==> src/rtl/adc_acq_sequencer.sv <==
// adc_acq_sequencer
// -----------------------------------------------------------------------------
// Sequences one 12-bit parallel ADC capture path. A programmable divider
// produces the sample tick; each tick pulses the ADC convert strobe, waits
// for the ADC busy line to fall and then strobes the parallel load register.
// Every captured word is flagged downstream with a valid/ready handshake.
// Acquisition runs either continuously or for a burst of N samples.
//
// Ports
//   ck         system clock, all logic on the rising edge
//   rst        synchronous active-high reset, overrides every other input
//   en         acquisition enable (level); a 0->1 edge in IDLE starts a run
//   div        sample period minus one in ck cycles, latched at start
//   n_samples  burst length, 0 selects continuous mode, latched at start
//   adc_busy   ADC conversion in progress, synchronous to ck
//   adc_conv   ADC convert-start strobe, high for CONV_CYC cycles
//   ld         one-cycle load strobe to the parallel capture register
//   out_valid  captured word available downstream
//   out_ready  downstream accepts the word
//   done       one-cycle pulse when a burst completes
//   overrun    sticky, a sample tick was missed
//   err        sticky, the ADC busy line timed out
//   busy       high whenever the sequencer is not idle
// -----------------------------------------------------------------------------
module adc_acq_sequencer #(
  parameter int DIV_W    = 16,
  parameter int CNT_W    = 16,
  parameter int CONV_CYC = 2,
  parameter int TIMEOUT  = 255
) (
  input  logic             ck,
  input  logic             rst,
  input  logic             en,
  input  logic [DIV_W-1:0] div,
  input  logic [CNT_W-1:0] n_samples,
  input  logic             adc_busy,
  output logic             adc_conv,
  output logic             ld,
  output logic             out_valid,
  input  logic             out_ready,
  output logic             done,
  output logic             overrun,
  output logic             err,
  output logic             busy
);

  localparam int TO_W = $clog2(TIMEOUT + 1);
  localparam int CC_W = $clog2(CONV_CYC + 1);

  typedef enum logic [2:0] {
    S_IDLE,
    S_WAIT_TICK,
    S_CONV,
    S_WAIT_BUSY,
    S_LOAD
  } state_t;

  state_t           r_state;
  state_t           w_stateNext;
  logic             r_enQ;
  logic [DIV_W-1:0] r_divLat;
  logic [CNT_W-1:0] r_nLat;
  logic [DIV_W-1:0] r_tickCnt;
  logic [CNT_W-1:0] r_sampCnt;
  logic [TO_W-1:0]  r_toCnt;
  logic [CC_W-1:0]  r_convCnt;
  logic             r_outValid;
  logic             r_done;
  logic             r_overrun;
  logic             r_err;

  logic             w_enRise;
  logic             w_tick;
  logic [CNT_W-1:0] w_cntInc;
  logic             w_start;
  logic             w_stall;
  logic             w_timeout;
  logic             w_loadCommit;
  logic             w_burstEnd;
  logic             w_lateTick;

  // The tick fires on the wrap cycle of the period counter, so one period
  // spans div+1 cycles and div=0 ticks every cycle. No ticks while idle.
  assign w_enRise  = en & ~r_enQ;
  assign w_tick    = (r_state != S_IDLE) && (r_tickCnt == r_divLat);
  assign w_cntInc  = r_sampCnt + CNT_W'(1);

  // A tick landing while a conversion is still being handled is dropped
  // rather than queued; it only leaves a mark in the overrun flag.
  assign w_lateTick = w_tick && ((r_state == S_CONV) ||
                                 (r_state == S_WAIT_BUSY) ||
                                 (r_state == S_LOAD));

  // Strobes are decoded straight from the state register so that leaving a
  // state (abort or reset) drops them on that very edge.
  assign adc_conv  = (r_state == S_CONV);
  assign ld        = (r_state == S_LOAD);
  assign busy      = (r_state != S_IDLE);
  assign out_valid = r_outValid;
  assign done      = r_done;
  assign overrun   = r_overrun;
  assign err       = r_err;

  // State register. Reset wins over everything, including a conversion
  // that is in flight.
  always_ff @(posedge ck) begin
    if (rst) begin
      r_state <= S_IDLE;
    end else begin
      r_state <= w_stateNext;
    end
  end

  // Next-state logic plus the one-cycle event qualifiers used by the
  // datapath. Dropping en abandons whatever is going on and returns to
  // IDLE without finishing the sample. A stalled downstream at tick time
  // means the sample is skipped, which is what keeps ld from ever
  // overwriting a word that has not been accepted yet.
  always_comb begin
    w_stateNext  = r_state;
    w_start      = 1'b0;
    w_stall      = 1'b0;
    w_timeout    = 1'b0;
    w_loadCommit = 1'b0;
    w_burstEnd   = 1'b0;
    if (!en) begin
      w_stateNext = S_IDLE;
    end else begin
      case (r_state)
        S_IDLE: begin
          if (w_enRise) begin
            w_start     = 1'b1;
            w_stateNext = S_WAIT_TICK;
          end
        end
        S_WAIT_TICK: begin
          if (w_tick) begin
            if (r_outValid && !out_ready) begin
              w_stall = 1'b1;
            end else begin
              w_stateNext = S_CONV;
            end
          end
        end
        S_CONV: begin
          if (r_convCnt == CC_W'(CONV_CYC - 1)) begin
            w_stateNext = S_WAIT_BUSY;
          end
        end
        S_WAIT_BUSY: begin
          if (!adc_busy) begin
            w_stateNext = S_LOAD;
          end else if (r_toCnt == TO_W'(TIMEOUT - 1)) begin
            w_timeout   = 1'b1;
            w_stateNext = S_WAIT_TICK;
          end
        end
        S_LOAD: begin
          w_loadCommit = 1'b1;
          if ((r_nLat != '0) && (w_cntInc == r_nLat)) begin
            w_burstEnd  = 1'b1;
            w_stateNext = S_IDLE;
          end else begin
            w_stateNext = S_WAIT_TICK;
          end
        end
        default: begin
          w_stateNext = S_IDLE;
        end
      endcase
    end
  end

  // Datapath: enable history, latched run parameters, period/burst/
  // conversion/timeout counters and the status flags. The enable history
  // keeps following en during reset so that holding en high across a reset
  // does not look like a fresh 0->1 edge afterwards.
  always_ff @(posedge ck) begin
    r_enQ <= en;
    if (rst) begin
      r_divLat   <= '0;
      r_nLat     <= '0;
      r_tickCnt  <= '0;
      r_sampCnt  <= '0;
      r_toCnt    <= '0;
      r_convCnt  <= '0;
      r_outValid <= 1'b0;
      r_done     <= 1'b0;
      r_overrun  <= 1'b0;
      r_err      <= 1'b0;
    end else begin
      if (w_start) begin
        r_divLat  <= div;
        r_nLat    <= n_samples;
        r_sampCnt <= '0;
      end else if (w_loadCommit) begin
        r_sampCnt <= w_cntInc;
      end

      if ((r_state == S_IDLE) || w_tick) begin
        r_tickCnt <= '0;
      end else begin
        r_tickCnt <= r_tickCnt + DIV_W'(1);
      end

      if ((r_state == S_CONV) && (w_stateNext == S_CONV)) begin
        r_convCnt <= r_convCnt + CC_W'(1);
      end else begin
        r_convCnt <= '0;
      end

      if ((r_state == S_WAIT_BUSY) && (w_stateNext == S_WAIT_BUSY)) begin
        r_toCnt <= r_toCnt + TO_W'(1);
      end else begin
        r_toCnt <= '0;
      end

      if (w_start) begin
        r_outValid <= 1'b0;
      end else if (w_loadCommit) begin
        r_outValid <= 1'b1;
      end else if (out_ready) begin
        r_outValid <= 1'b0;
      end

      r_done <= w_burstEnd;

      if (w_start) begin
        r_overrun <= 1'b0;
      end else if (w_stall || (en && w_lateTick)) begin
        r_overrun <= 1'b1;
      end

      if (w_start) begin
        r_err <= 1'b0;
      end else if (w_timeout) begin
        r_err <= 1'b1;
      end
    end
  end

endmodule
==> config.mk <==
export PLATFORM = sky130hd
export DESIGN_NAME = adc_acq_sequencer
export DESIGN_NICKNAME = d
export VERILOG_FILES = /design/src/rtl/adc_acq_sequencer.sv
export SDC_FILE = /design/constraint.sdc
export NUM_CORES = 1
export LEC_CHECK = 0
export CORE_MARGIN = 1.5
export CORE_UTILIZATION = 39
export DETAILED_ROUTE_END_ITERATION = 10
export DONT_BUFFER_PORTS = 1
export GPL_ROUTABILITY_DRIVEN = 0
export GPL_TIMING_DRIVEN = 0
export RECOVER_POWER = 100
export SYNTH_ARGS = -nofsm -noshare
export SYNTH_HDL_FRONTEND = slang
export SYNTH_SLANG_ARGS = --single-unit
==> constraint.sdc <==
create_clock -name ck -period 2.02 [get_ports ck]
set_clock_uncertainty 0.1 [all_clocks]
set_input_delay 0.404 -clock ck [delete_from_list [all_inputs] [get_ports ck]]
set_output_delay 0.404 -clock ck [all_outputs]
set_load 0.02 [all_outputs]
# Word-level counts from Yosys, hierarchy flattened
# Cells that the tools add are included.
# totals
register_bits,82
input_bits,37
wordCells,78
# op_classes
n_addsub,4
n_eq_ne,10
mux,25
bitwise,6
n_reduce_logical,21
# op_table
operator,count
16-bit by 1-bit adder with 16-bit output (second input constant),2
16-bit == test,2
3-bit two-way mux,7
1-bit two-way mux,17
16-bit nonzero test,1
3-bit case mux with 5 select lines,1
3-bit by 2-bit == test with 1-bit output (second input constant),4
8-bit by 1-bit adder with 8-bit output (second input constant),1
8-bit == test (second input constant),1
2-bit OR reduction,4
1-bit logical AND,7
1-bit NOT,5
1-bit logical OR,4
3-bit by 1-bit == test with 1-bit output (second input constant),1
3-bit == test (second input constant),1
3-bit logical NOT,1
3-bit nonzero test,1
3-bit OR reduction,1
2-bit by 1-bit adder with 2-bit output (second input constant),1
2-bit by 1-bit == test with 1-bit output (second input constant),1
2-bit nonzero test,1
1-bit bitwise AND,1
1-bit logical NOT,1

# Depth between registers and ports, before layout
# Gate-level depths: netlist (run 1).
# depth
depth_word,10
mapped_depth,8

# Worst setup path before layout (run 1)
# No wires, ideal clock.
# synth_timing
path_type,register to register
startpoint,register r_state[0]
endpoint,register r_sampCnt[12]
arrival_ns,1.947
path_slack_ns,-0.154
stages_incl_launch_ff,9
cell_sequence,dfxtp_1 > clkbuf_1 > nor3b_1 > nand2_1 > clkbuf_1 > nor2_1 > nand3_1 > xor2_1 > nor2_1
# synth_rtl
item,line_no,rtl
"start, declared",58,state_t r_state;
"start signal, assigned",110,r_state <= w_stateNext;
3-bit == test,-,
net ld,38,"output logic ld,"
1-bit two-way mux,129,case (r_state)
1-bit two-way mux,126,if (!en) begin
"end signal, assigned",197,r_sampCnt <= w_cntInc;
"end, declared",64,logic [CNT_W-1:0] r_sampCnt;
# The timed path passes the listed nets, and every way through them passes these cells.
# A chain may end at the register's enable or synchronous reset.

# Final worst setup path (run 1)
# layout_timing
startpoint,register r_sampCnt[0]
endpoint,register r_done (netlist: done)
# layout_between
elab_chain_cells,4
# layout_lines
item,line_no,rtl
16-bit by 1-bit adder with 16-bit output,86,assign w_cntInc = r_sampCnt + CNT_W'(1);
16-bit == test,160,if ((r_nLat != '0) && (w_cntInc == r_nLat)) begin
1-bit logical AND,160,
1-bit two-way mux,160,
"end signal, assigned",226,r_done <= w_burstEnd;
"end, declared",68,logic r_done;
# Every way passes these cells.

==> results of run 1 <==
critical path: stages (launching register included):
cell and delay, ns:
sky130_fd_sc_hd__dfxtp_4 0.37, sky130_fd_sc_hd__ha_4 0.14, sky130_fd_sc_hd__nand3_4 0.10, sky130_fd_sc_hd__or4b_4 0.51, sky130_fd_sc_hd__a31oi_4 0.16, sky130_fd_sc_hd__o2111ai_2 0.18, sky130_fd_sc_hd__nor4_4 0.33, sky130_fd_sc_hd__nor3b_2 0.23
final timing paths:
path / start / end / cells past startpoint
worst min register to register: r_convCnt[0] / r_convCnt[0] / 1
worst min-delay path: div[2] / r_divLat[2] / 2
worst max register to register: r_sampCnt[0] / done / 7
worst max-delay path: r_sampCnt[0] / done / 7
cell usage in the layout (no fill, tap or decap), types with 9 or more instances in the layout:
master,count
sky130_fd_sc_hd__dfxtp_2,12
sky130_fd_sc_hd__xnor2_1,36
sky130_fd_sc_hd__a21oi_1,38
sky130_fd_sc_hd__xor2_1,27
sky130_fd_sc_hd__nand2_1,81
sky130_fd_sc_hd__clkbuf_8,9
sky130_fd_sc_hd__dfxtp_1,63
sky130_fd_sc_hd__nor2_1,46
sky130_fd_sc_hd__nand3_1,21
sky130_fd_sc_hd__nand4_1,13
routing by layer:
metal	vias up	wire length (um)	track usage, %
li1	1607	-	-
met1	1541	3867	21.33
met2	71	4756	32.20
met3	17	559	6.566
met4	0	187	6.639
met5	-	0	0
report_power, final:
group | internal [mW] | switching (mW) | leakage, nW
clock network | 0.470 | 0.675 | 0.0929
logic | 0.0974 | 0.132 | 0.717
registers | 1.64 | 0.0364 | 0.676
layout make-up:
| class | count | area, um2 |
|---|---|---|
| Clock buffer | 9 | 123.9 |
| Clock inverter | 7 | 58.81 |
| Timing Repair Buffer | 10 | 80.08 |
| Fill cell | 972 | 5169 |
| Buffer | 19 | 91.34 |
| Sequential cell | 82 | 1683 |
| Tap cell | 133 | 166.4 |
| Inverter | 7 | 26.28 |
| Multi-Input combinational cell | 355 | 2241 |
cell families (layout without fill, tap and decap cells):
| group | Yosys count | after routing | synth area share (%) |
|---|---|---|---|
| AO/OA/AOI/OAI | 62 | 62 | 9.560 |
| XOR/XNOR | 69 | 69 | 15.76 |
| adder cells (fa/ha/maj) | 5 | 5 | 1.631 |
| buffers and inverters | 29 | 52 | 3.034 |
| flip-flops | 82 | 82 | 42.81 |
| multiplexers | 2 | 2 | 0.5220 |
| AND/OR/NAND/NOR | 217 | 217 | 26.69 |
synth_stat cells:
cell type	instances
sky130_fd_sc_hd__nand3b_1	1
sky130_fd_sc_hd__o32ai_1	1
sky130_fd_sc_hd__or3_1	5
sky130_fd_sc_hd__nor3_1	5
sky130_fd_sc_hd__o211ai_1	1
sky130_fd_sc_hd__nor4_2	1
sky130_fd_sc_hd__nand2b_1	6
sky130_fd_sc_hd__nand3_1	22
sky130_fd_sc_hd__buf_2	5
sky130_fd_sc_hd__or4b_1	1
sky130_fd_sc_hd__inv_1	7
sky130_fd_sc_hd__xnor2_1	42
sky130_fd_sc_hd__or2_2	3
sky130_fd_sc_hd__nor4_1	9
sky130_fd_sc_hd__a21o_1	2
sky130_fd_sc_hd__nand4_1	13
sky130_fd_sc_hd__nor3b_1	3
sky130_fd_sc_hd__nor2_1	53
sky130_fd_sc_hd__a41o_1	1
sky130_fd_sc_hd__and2_1	2
sky130_fd_sc_hd__nand2_1	82
sky130_fd_sc_hd__a41oi_1	1
sky130_fd_sc_hd__a211o_1	3
sky130_fd_sc_hd__clkbuf_2	1
sky130_fd_sc_hd__a211oi_1	1
sky130_fd_sc_hd__xor2_1	27
sky130_fd_sc_hd__o21ai_0	7
sky130_fd_sc_hd__nor3b_2	1
sky130_fd_sc_hd__nor2b_1	3
sky130_fd_sc_hd__o2111ai_1	2
sky130_fd_sc_hd__clkbuf_1	16
sky130_fd_sc_hd__nand3_4	1
sky130_fd_sc_hd__and4_1	2
sky130_fd_sc_hd__dfxtp_1	82
sky130_fd_sc_hd__a221o_1	1
sky130_fd_sc_hd__a21oi_1	38
sky130_fd_sc_hd__o31a_1	1
sky130_fd_sc_hd__mux2i_1	2
sky130_fd_sc_hd__a31oi_1	2
sky130_fd_sc_hd__ha_1	5
sky130_fd_sc_hd__a2bb2oi_1	1
sky130_fd_sc_hd__and3_1	4
per-stage QoR:
stage	instance area (um2)	setup TNS (ns)
5_1_grt	4471	-8.100
3_3_place_gp	4020	-24.81
4_1_cts	4355	-0.4019
2_1_floorplan	3854	0
6_report	4471	-0.9190
3_5_place_dp	4020	-26.64
flip-flops by register name (all words and copies together) (netlist names):
name / flops
r_state: 3
done: 1
r_enQ: 1
r_sampCnt: 16
r_tickCnt: 16
r_nLat: 16
r_divLat: 16
overrun: 1
r_toCnt: 8
r_convCnt: 2
err: 1
out_valid: 1
timing repair:
action / in CTS / in global routing
setup buffers: 6 / 2
hold endpoints to repair: 2 / 0
hold buffers: 2 / 0
pin swaps: 8 / 17
gates resized for setup: 26 / 39
endpoints found under the setup margin: 71 / 43
==> impl_metrics.csv, run 1 <==
group,metric,value,unit
status,run_status,"finished with violations",
status,violations_in_the_final_reports,"setup timing",
power,power_per_cell_area,682.2,nW/um2
clock_tree,ctsLongestPathBuffers,2,
run,max_cap_violations,0,
setup_path,timing_worst_setup_path_type,"reg2reg",
placed_design,dp.final_hpwl,6562,um
final_layout,end_of_flow_core_utilization,46.38,%
sta,unrepaired_setup_endpoints_after_global_routing,"yes",
power,worst_ir_drop_vdd,0.3116,mV
final_layout,syn_to_final_growth,16.57,%
synth,synth_cells,466,
drt,route.antenna.remaining_nets,0,
clock_tree,tritoncts,"done",
final_layout,post_route_cells_drive_above_1_share,17.79,%
sta,post-route-min-period,2.204,ns
global_routing,globalRoute.totalOverflow,0,
final_layout,fin_cells,622,
floorplan,io_pins,44,
floorplan,dieHeight,102.2,um
sta,max_freq,453.8,MHz
setup_path,critPathMaxFanout,6,
clock_tree,clock_root_buffer_master,"sky130_fd_sc_hd__clkbuf_8",
global_routing,grtUsageTotal,18.65,%
floorplan,die_area,10440,um2
sta,finalHoldWorstSlack,0.05295,ns
setup_path,critical_path.endpoint_type,"flop",
setup_path,worst-endpoint-required,2.22,ns
drt,drtIter0Drc,84,
sta,final_min_period_over_clock_period,109.1,%
placed_design,placedCellCount,599,
global_routing,largest_net_degree_at_the_start_of_global_routing,17,
setup_path,timing.critical_path.arrival,2.40,ns
synth,yosysUniqueCellTypes,42,
synth,synth.avg_cell_area,8.229,um2
drt,drc,0,
sta,final-hold-violation-count,0,
final_layout,antenna_cells_inserted,0,
synth,synthesis.nets,508,
synth,synth_area_leader_cell,"sky130_fd_sc_hd__dfxtp_1",
setup_path,rrSetupSlack,-0.18,ns
clock_tree,cts.reportedPaths.clkPinSlew,0.09,ns
sta,max-slew-margin-rel,61.38,%
floorplan,placeableCoreArea,9639,um2
clock_tree,tritoncts.num_buffers,9,
sta,endpoints_failing_setup,32,
power,design_power_total,3.050,mW
drt,drt-pass1-iter-count,4,
clock_tree,clock_insertion_delay_worst_skew,0.37,ns
synth,ys.warnings.count,0,
drt,avgViaCountPerCell,5.203,
drt,totalWireLength,9370,um
floorplan,floorplan.die.width,102.2,um
sta,final.setup.worst_slack,-0.1837,ns
power,power.leakage,1.486,nW
sta,max_slew.worst_pin.slew,0.5793,ns
floorplan,starting_density,39.78,%
synth,synth_seq_area_share,42.81,%
worst_hold_path,hp-class,"in2reg",
sta,drv_slew,0,
synth,synth.top_cells.by_area,"sky130_fd_sc_hd__dfxtp_1, sky130_fd_sc_hd__xnor2_1, sky130_fd_sc_hd__nand2_1",
placed_design,count_of_buffers_inserted_at_the_top_level_ports,0,
synth,post_synth_instance_area,3835,um2
final_layout,nets,526,
drt,detailroute.via_count,3236,
placed_design,dp_slack,-0.6225,ns
synth,area_share_of_the_largest_cell_type_after_synthesis,42.81,%
global_routing,grt_pass1_vias,3033,
floorplan,rows,36,
setup_path,cp-start-kind,"flop",
clock_tree,htree_num_levels,3,
global_routing,antenna_found_initial,0,
synth,synth_seq_cells,82,
clock_tree,tritoncts_num_sinks,82,
drt,wl_per_cell,15.06,um
global_routing,grt_first_pass_wirelength,14880,um
No activity file was read; power rests on OpenSTA's default activity.
==> inputs of run 2 (changes only) <==
--- a/config.mk
+++ b/config.mk
@@ -5,8 +5,10 @@
 export SDC_FILE = /design/constraint.sdc
 export NUM_CORES = 1
 export LEC_CHECK = 0
+export ABC_AREA = 1
 export CORE_MARGIN = 1.5
 export CORE_UTILIZATION = 39
+export CTS_CLUSTER_DIAMETER = 200
 export DETAILED_ROUTE_END_ITERATION = 10
 export DONT_BUFFER_PORTS = 1
 export GPL_ROUTABILITY_DRIVEN = 0
==> run 2 against run 1 <==
The run now ends clean; flip-flop and latch count unchanged; synthesized cell count up 26%; final cell count up 22%; sequential power about the same; setup slack better by 0.25 ns; first-iteration DRC count rose to 2.5 times the previous value; combinational power up 18%; maximum frequency up 13%; register-to-register slack better by 0.25 ns; critical path type unchanged.
==> impl_metrics.csv, run 2 <==
group,metric,value,unit
synth,area_share_of_the_largest_cell_type_after_synthesis,39.48,%
power,power.leakage,1.956,nW
floorplan,io_pins,44,
synth,synth.avg_cell_area,7.059,um2
synth,fraction_of_the_mapped_netlist_area_in_compound_gates,12.76,%
final_layout,post_route_cells_drive_above_1_share,16.29,%
global_routing,largest_net_degree_at_the_start_of_global_routing,15,
synth,synth-edff-count,0,
final_layout,layout.cells.most_common_list,"sky130_fd_sc_hd__nand2_1, sky130_fd_sc_hd__nor2_1, sky130_fd_sc_hd__inv_1",
global_routing,antenna_found_initial,1,
synth,yosys.area_share.adder,1.505,%
placed_design,dp.final_hpwl,7534,um
synth,synthMostInstantiatedCell,"sky130_fd_sc_hd__nand2_1",
synth,synth_cells,589,
power,power_per_cell_area,664.0,nW/um2
clock_tree,cts.reportedPaths.clkPinSlew,0.09,ns
synth,synthesis.nets,631,
setup_path,timing.critical_path.arrival,2.16,ns
synth,synth_seq_cells,82,
sta,final_min_period_over_clock_period,96.67,%
global_routing,globalRoute.totalOverflow,0,
setup_path,critical_path.endpoint_type,"flop",
sta,drv_slew,0,
synth,ys.warnings.count,0,
drt,route.antenna.remaining_nets,0,
floorplan,floorplan.die.width,106.3,um
drt,drtIter0Drc,211,
synth,synthSimpleGateAreaFrac,30.63,%
drt,drc,0,
drt,drt-pass1-iter-count,4,
status,run_status,"finished clean",
sta,unrepaired_setup_endpoints_after_global_routing,"yes",
floorplan,rows,37,
setup_path,timing_worst_setup_path_type,"reg2reg",
clock_tree,ctsLongestPathBuffers,2,
power,worst_ir_drop_vdd,0.3710,mV
clock_tree,clock_root_buffer_master,"sky130_fd_sc_hd__clkbuf_8",
sta,max-slew-margin-rel,58.72,%
sta,max_freq,512.1,MHz
drt,wl_per_cell,13.92,um
global_routing,grt_first_pass_wirelength,16870,um
drt,detailroute.via_count,3762,
synth,synth_seq_area_share,39.48,%
synth,synth.top_cells.by_area,"sky130_fd_sc_hd__dfxtp_1, sky130_fd_sc_hd__nand2_1, sky130_fd_sc_hd__nor2_1",
placed_design,count_of_buffers_inserted_at_the_top_level_ports,0,
power,design_power_total,3.212,mW
synth,synth_top_cells_by_count,"sky130_fd_sc_hd__nand2_1, sky130_fd_sc_hd__nor2_1, sky130_fd_sc_hd__dfxtp_1, sky130_fd_sc_hd__inv_1, sky130_fd_sc_hd__o21ai_0",
final_layout,fillerInstances,1050,
synth,post_synth_instance_area,4158,um2
global_routing,grt_pass1_vias,3627,
setup_path,critPathMaxFanout,5,
synth,ys_async_sr_fraction,0,%
final_layout,antenna_cells_inserted,0,
global_routing,grtUsageTotal,19.27,%
floorplan,dieHeight,106.3,um
floorplan,die_area,11290,um2
drt,avgViaCountPerCell,4.976,
drt,totalWireLength,10520,um
sta,post_route_setup_tns,0,ns
final_layout,area_taken_by_flip_flops_and_latches,1663,um2
clock_tree,tritoncts_num_sinks,82,
synth,synth_top_family_by_area,"simple AND/OR/NAND/NOR gates",
clock_tree,tritoncts,"done",
run,max_cap_violations,0,
clock_tree,tritoncts.num_buffers,9,
synth,fraction_of_synthesized_area_in_multiplexers,0,%
clock_tree,clock_insertion_delay_worst_skew,0.37,ns
floorplan,placeableCoreArea,10320,um2
sta,max_slew.worst_pin.slew,0.6192,ns
final_layout,nets,657,
setup_path,cp-start-kind,"flop",
final_layout,multiInputGateArea,2307,um2
sta,endpoints_failing_setup,0,
final_layout,syn_to_final_growth,16.34,%
synth,synth_area_leader_cell,"sky130_fd_sc_hd__dfxtp_1",
floorplan,starting_density,40.27,%
sta,final-hold-violation-count,0,
clock_tree,htree_num_levels,3,
synth,ys_dominant_reg_cell,"sky130_fd_sc_hd__dfxtp_1",
synth,yosys.area_share.xor_xnor,6.771,%
sta,post-route-min-period,1.953,ns
synth,yosysUniqueCellTypes,35,
setup_path,worst-endpoint-required,2.23,ns
final_layout,most_common_library_cell_in_the_layout_ignoring_fill_and_taps,"sky130_fd_sc_hd__nand2_1",
worst_hold_path,hp-class,"in2reg",
==> run 2: cell count changes after synthesis, sizes merged, moves of 8 or more <==
cell    before  now
nand3       23   39
o21ai        7   49
xor2        27   15
nor4        10    0
clkbuf      17    9
nand2       82  100
inv          7   84
xnor2       42   12
nor2        53   97
==> run 2: metal layers <==
| metal | track usage [%] | wire length (um) | part of all wire, % | up-vias |
|---|---|---|---|---|
| met5 | 0 | 10 | 0.095 | - |
| met4 | 9.266 | 242 | 2.3 | 2 |
| met3 | 4.782 | 524 | 5.0 | 20 |
| met2 | 33.00 | 5217 | 50 | 76 |
| met1 | 22.41 | 4529 | 43 | 1706 |
| li1 | - | - | - | 1958 |
==> run 2: per-stage QoR <==
stage / worst slack, ns / instance area (um2) / hold WS [ns] / utilization [%] / cells
3_3_place_gp: -0.4037 / 4328 / 0.3044 / 41.92 / 725
3_5_place_dp: -0.4106 / 4328 / 0.3118 / 41.92 / 725
4_1_cts: 0.02307 / 4648 / 0.06693 / 45.02 / 748
5_1_grt: -0.06662 / 4837 / 0.07649 / 46.85 / 756
2_1_floorplan: 0.1466 / 4158 / 0.2962 / - / 589
6_report: 0.06722 / 4837 / 0.07197 / 46.85 / 756
==> run 2: timing repair <==
item	CTS	global route
hold buffers	3	0
cloned	1	0
pin swaps	3	15
endpoints found under the setup margin	47	49
resized for setup	18	58
endpoints found under the hold margin	2	0
setup buffers	3	8
==> run 2: report_power, final <==
| group | total, mW | switching (mW) | internal, mW |
|---|---|---|---|
| combinational | 0.270 | 0.168 | 0.102 |
| sequential | 1.69 | 0.0292 | 1.66 |
| clock | 1.26 | 0.648 | 0.607 |
| total | 3.21 | 0.845 | 2.37 |
==> run 2: kinds of logic after synthesis <==
logic type / Yosys count
and+or+nand+nor: 275
DFF: 82
adders and majority gates: 5
AOI/OAI and AO/OA: 101
xor gates and xnor gates: 29
buffers and inverters: 97
==> run 2: worst paths after layout <==
kind / cells past startpoint / endpoint / slack [ns] / startpoint
min: 2 / r_divLat[10] / 0.07 / div[10]
max reg2reg: 15 / r_convCnt[0] / 0.07 / r_sampCnt[1]
max: 15 / r_convCnt[0] / 0.07 / r_sampCnt[1]
min reg2reg: 1 / r_convCnt[0] / 0.32 / r_convCnt[0]
==> run 2: worst max-delay path: stages, from the launching register on <==
cell,delay [ns]
sky130_fd_sc_hd__dfxtp_4,0.38
sky130_fd_sc_hd__ha_4,0.19
sky130_fd_sc_hd__nand2_8,0.08
sky130_fd_sc_hd__nor2_4,0.18
sky130_fd_sc_hd__nand3_2,0.11
sky130_fd_sc_hd__nand2_2,0.09
sky130_fd_sc_hd__nand2_2,0.05
sky130_fd_sc_hd__nand2_1,0.07
sky130_fd_sc_hd__nand2_2,0.08
sky130_fd_sc_hd__nor2_2,0.08
sky130_fd_sc_hd__nand2_1,0.06
sky130_fd_sc_hd__nor2_1,0.08
sky130_fd_sc_hd__nand2_1,0.08
sky130_fd_sc_hd__nand2_2,0.09
sky130_fd_sc_hd__nand3_2,0.07
sky130_fd_sc_hd__nor2_1,0.10
==> run 2: final cells by class <==
class	instances	area share [%]
Clock buffer	10	2.845
Multi-Input combinational cell	411	47.70
Inverter	84	6.596
Timing Repair Buffer	14	2.328
Buffer	13	1.293
Tap cell	136	3.518
Sequential cell	82	34.38
Clock inverter	6	1.345
==> inputs of run 3 (changes only) <==
--- a/config.mk
+++ b/config.mk
@@ -7,7 +7,7 @@
 export LEC_CHECK = 0
 export ABC_AREA = 1
 export CORE_MARGIN = 1.5
-export CORE_UTILIZATION = 39
+export CORE_UTILIZATION = 45
 export CTS_CLUSTER_DIAMETER = 200
 export DETAILED_ROUTE_END_ITERATION = 10
 export DONT_BUFFER_PORTS = 1
==> run 3 against run 2 <==
Critical path depth shrank 2; utilization grew 6.7 points; total power grew 1.7%; via count shrank 0.69%; global-route usage grew 1.9 points; maximum frequency grew 0.31%.
==> impl_metrics.csv, run 3 (synthesis results as in run 2) <==
group,metric,value,unit
status,run_status,"finished clean",
sta,max_freq,513.7,MHz
final_layout,layout.cells.most_common_list,"sky130_fd_sc_hd__nand2_1, sky130_fd_sc_hd__nor2_1, sky130_fd_sc_hd__inv_1",
global_routing,grt_first_pass_wirelength,16440,um
setup_path,critical_path.endpoint_type,"flop",
final_layout,multiInputGateArea,2268,um2
setup_path,critPathBufInv,0,
clock_tree,cts.reportedPaths.clkPinSlew,0.08,ns
sta,final-hold-violation-count,0,
global_routing,globalRoute.totalOverflow,0,
sta,max_slew.worst_pin.slew,0.5943,ns
placed_design,postPlaceCellArea,4293,um2
setup_path,timing_worst_setup_path_type,"reg2reg",
floorplan,placeableCoreArea,8848,um2
drt,wl_per_cell,13.91,um
sta,finalHoldWorstSlack,0.01008,ns
final_layout,most_common_library_cell_in_the_layout_ignoring_fill_and_taps,"sky130_fd_sc_hd__nand2_1",
sta,post_route_setup_tns,0,ns
setup_path,worst-endpoint-required,2.22,ns
drt,route.antenna.remaining_nets,0,
sta,final.setup.worst_slack,0.07335,ns
sta,endpoints_failing_setup,0,
drt,drc,0,
setup_path,cp_slowest_stage_delay,0.38,ns
power,power.leakage,1.970,nW
final_layout,area_taken_by_flip_flops_and_latches,1664,um2
floorplan,io_pins,44,
final_layout,finalInstanceArea,4735,um2
placed_design,count_of_buffers_inserted_at_the_top_level_ports,0,
floorplan,rows,34,
worst_hold_path,hp-class,"in2reg",
drt,drt-pass1-iter-count,4,
sta,max-slew-margin-rel,60.17,%
clock_tree,clock_root_buffer_master,"sky130_fd_sc_hd__clkbuf_8",
clock_tree,htree_num_levels,3,
setup_path,timing.critical_path.arrival,2.15,ns
sta,final_min_period_over_clock_period,96.37,%
final_layout,post_route_cells_drive_above_1_share,15.47,%
global_routing,grt_pass1_vias,3571,
placed_design,dp.final_hpwl,7497,um
sta,drv_slew,0,
clock_tree,tritoncts_num_sinks,82,
global_routing,antenna_found_initial,1,
clock_tree,tritoncts,"done",
setup_path,critical-path-slowest-cell,"sky130_fd_sc_hd__dfxtp_4",
clock_tree,clock_insertion_delay_worst_skew,0.36,ns
final_layout,nets,652,
power,worst_ir_drop_vdd,0.5636,mV
setup_path,crit_chain,"ha_4 > nand2_4 > nor2_4 > nand4_1 > nand3_1 > nand2_1 > nor2_1 > nand2_1 > nor2_1 > nand2_1 > nand2_2 > nand3_2 > nor2_1",
global_routing,largest_net_degree_at_the_start_of_global_routing,15,
sta,unrepaired_setup_endpoints_after_global_routing,"yes",
sta,post-route-min-period,1.947,ns
final_layout,end_of_flow_core_utilization,53.51,%
placed_design,dp_slack,-0.4143,ns
floorplan,dieHeight,99.12,um
setup_path,critPathTopFamily,"simple AND/OR/NAND/NOR gates",
floorplan,floorplan.die.width,99.12,um
clock_tree,ctsLongestPathBuffers,2,
clock_tree,tritoncts.num_buffers,9,
floorplan,die_area,9825,um2
final_layout,fillerInstances,878,
drt,drtIter0Drc,105,
power,power_per_cell_area,689.8,nW/um2
drt,totalWireLength,10060,um
global_routing,grtUsageTotal,21.17,%
drt,detailroute.via_count,3736,
drt,avgViaCountPerCell,5.167,
setup_path,cp-start-kind,"flop",
floorplan,starting_density,46.99,%
final_layout,syn_to_final_growth,13.87,%
setup_path,critPathMaxFanout,5,
run,max_cap_violations,0,
==> run 3: cell count changes in the layout (fill, tap and decap cells not counted), moves of 4 or more <==
cell	delta
sky130_fd_sc_hd__dfxtp_2	+4
sky130_fd_sc_hd__nand2_1	+5
sky130_fd_sc_hd__o21ai_0	+5
sky130_fd_sc_hd__o21ai_1	-5
==> run 3: final timing paths <==
check          startpoint  slack, ns            to  depth (start not counted)
max          r_sampCnt[0]       0.07  r_convCnt[0]                         13
min                   rst       0.01    r_state[2]                          1
max reg2reg  r_sampCnt[0]       0.07  r_convCnt[0]                         13
min reg2reg  r_convCnt[0]       0.33  r_convCnt[0]                          1
==> run 3: final cells by class <==
class                   instances  area share, %
flip-flops and latches         82          35.15
repair buffers                 10          1.638
multi-input cells             411          47.91
diodes                          1        0.05285
well taps                     108          2.854
plain buffers                  12          1.189
clock buffers                   9          2.616
clock inverters                 6          1.929
inverters                      84          6.660
==> run 3: stage by stage <==
stage | std cells | power [mW]
6_report | 723 | 3.266
5_1_grt | 723 | 3.421
4_1_cts | 715 | 3.289
3_5_place_dp | 697 | 1.978
3_3_place_gp | 697 | 1.973
2_1_floorplan | 589 | 1.912
==> run 3: per-layer routing <==
metal	up-vias	GRT usage, %	part of all wire (%)
met4	0	8.559	1.7
met2	63	38.62	51
li1	1947	-	-
met3	16	3.795	3.8
met5	-	0	0
met1	1710	24.55	44
==> run 3: report_power, final <==
| part | switching, mW | leakage, nW | internal [mW] | total [mW] |
|---|---|---|---|---|
| Sequential | 0.0300 | 0.674 | 1.66 | 1.69 |
| Combinational | 0.168 | 1.19 | 0.106 | 0.274 |
| Clock | 0.608 | 0.110 | 0.695 | 1.30 |
==> run 3: repair_timing <==
item | CTS | global route
pin swaps | 3 | 16
endpoints found under the setup margin | 44 | 65
gates resized for setup | 16 | 42
gates cloned | 1 | 0
hold buffers | 1 | 0
hold endpoints to repair | 1 | 0
buffers inserted | 2 | 7
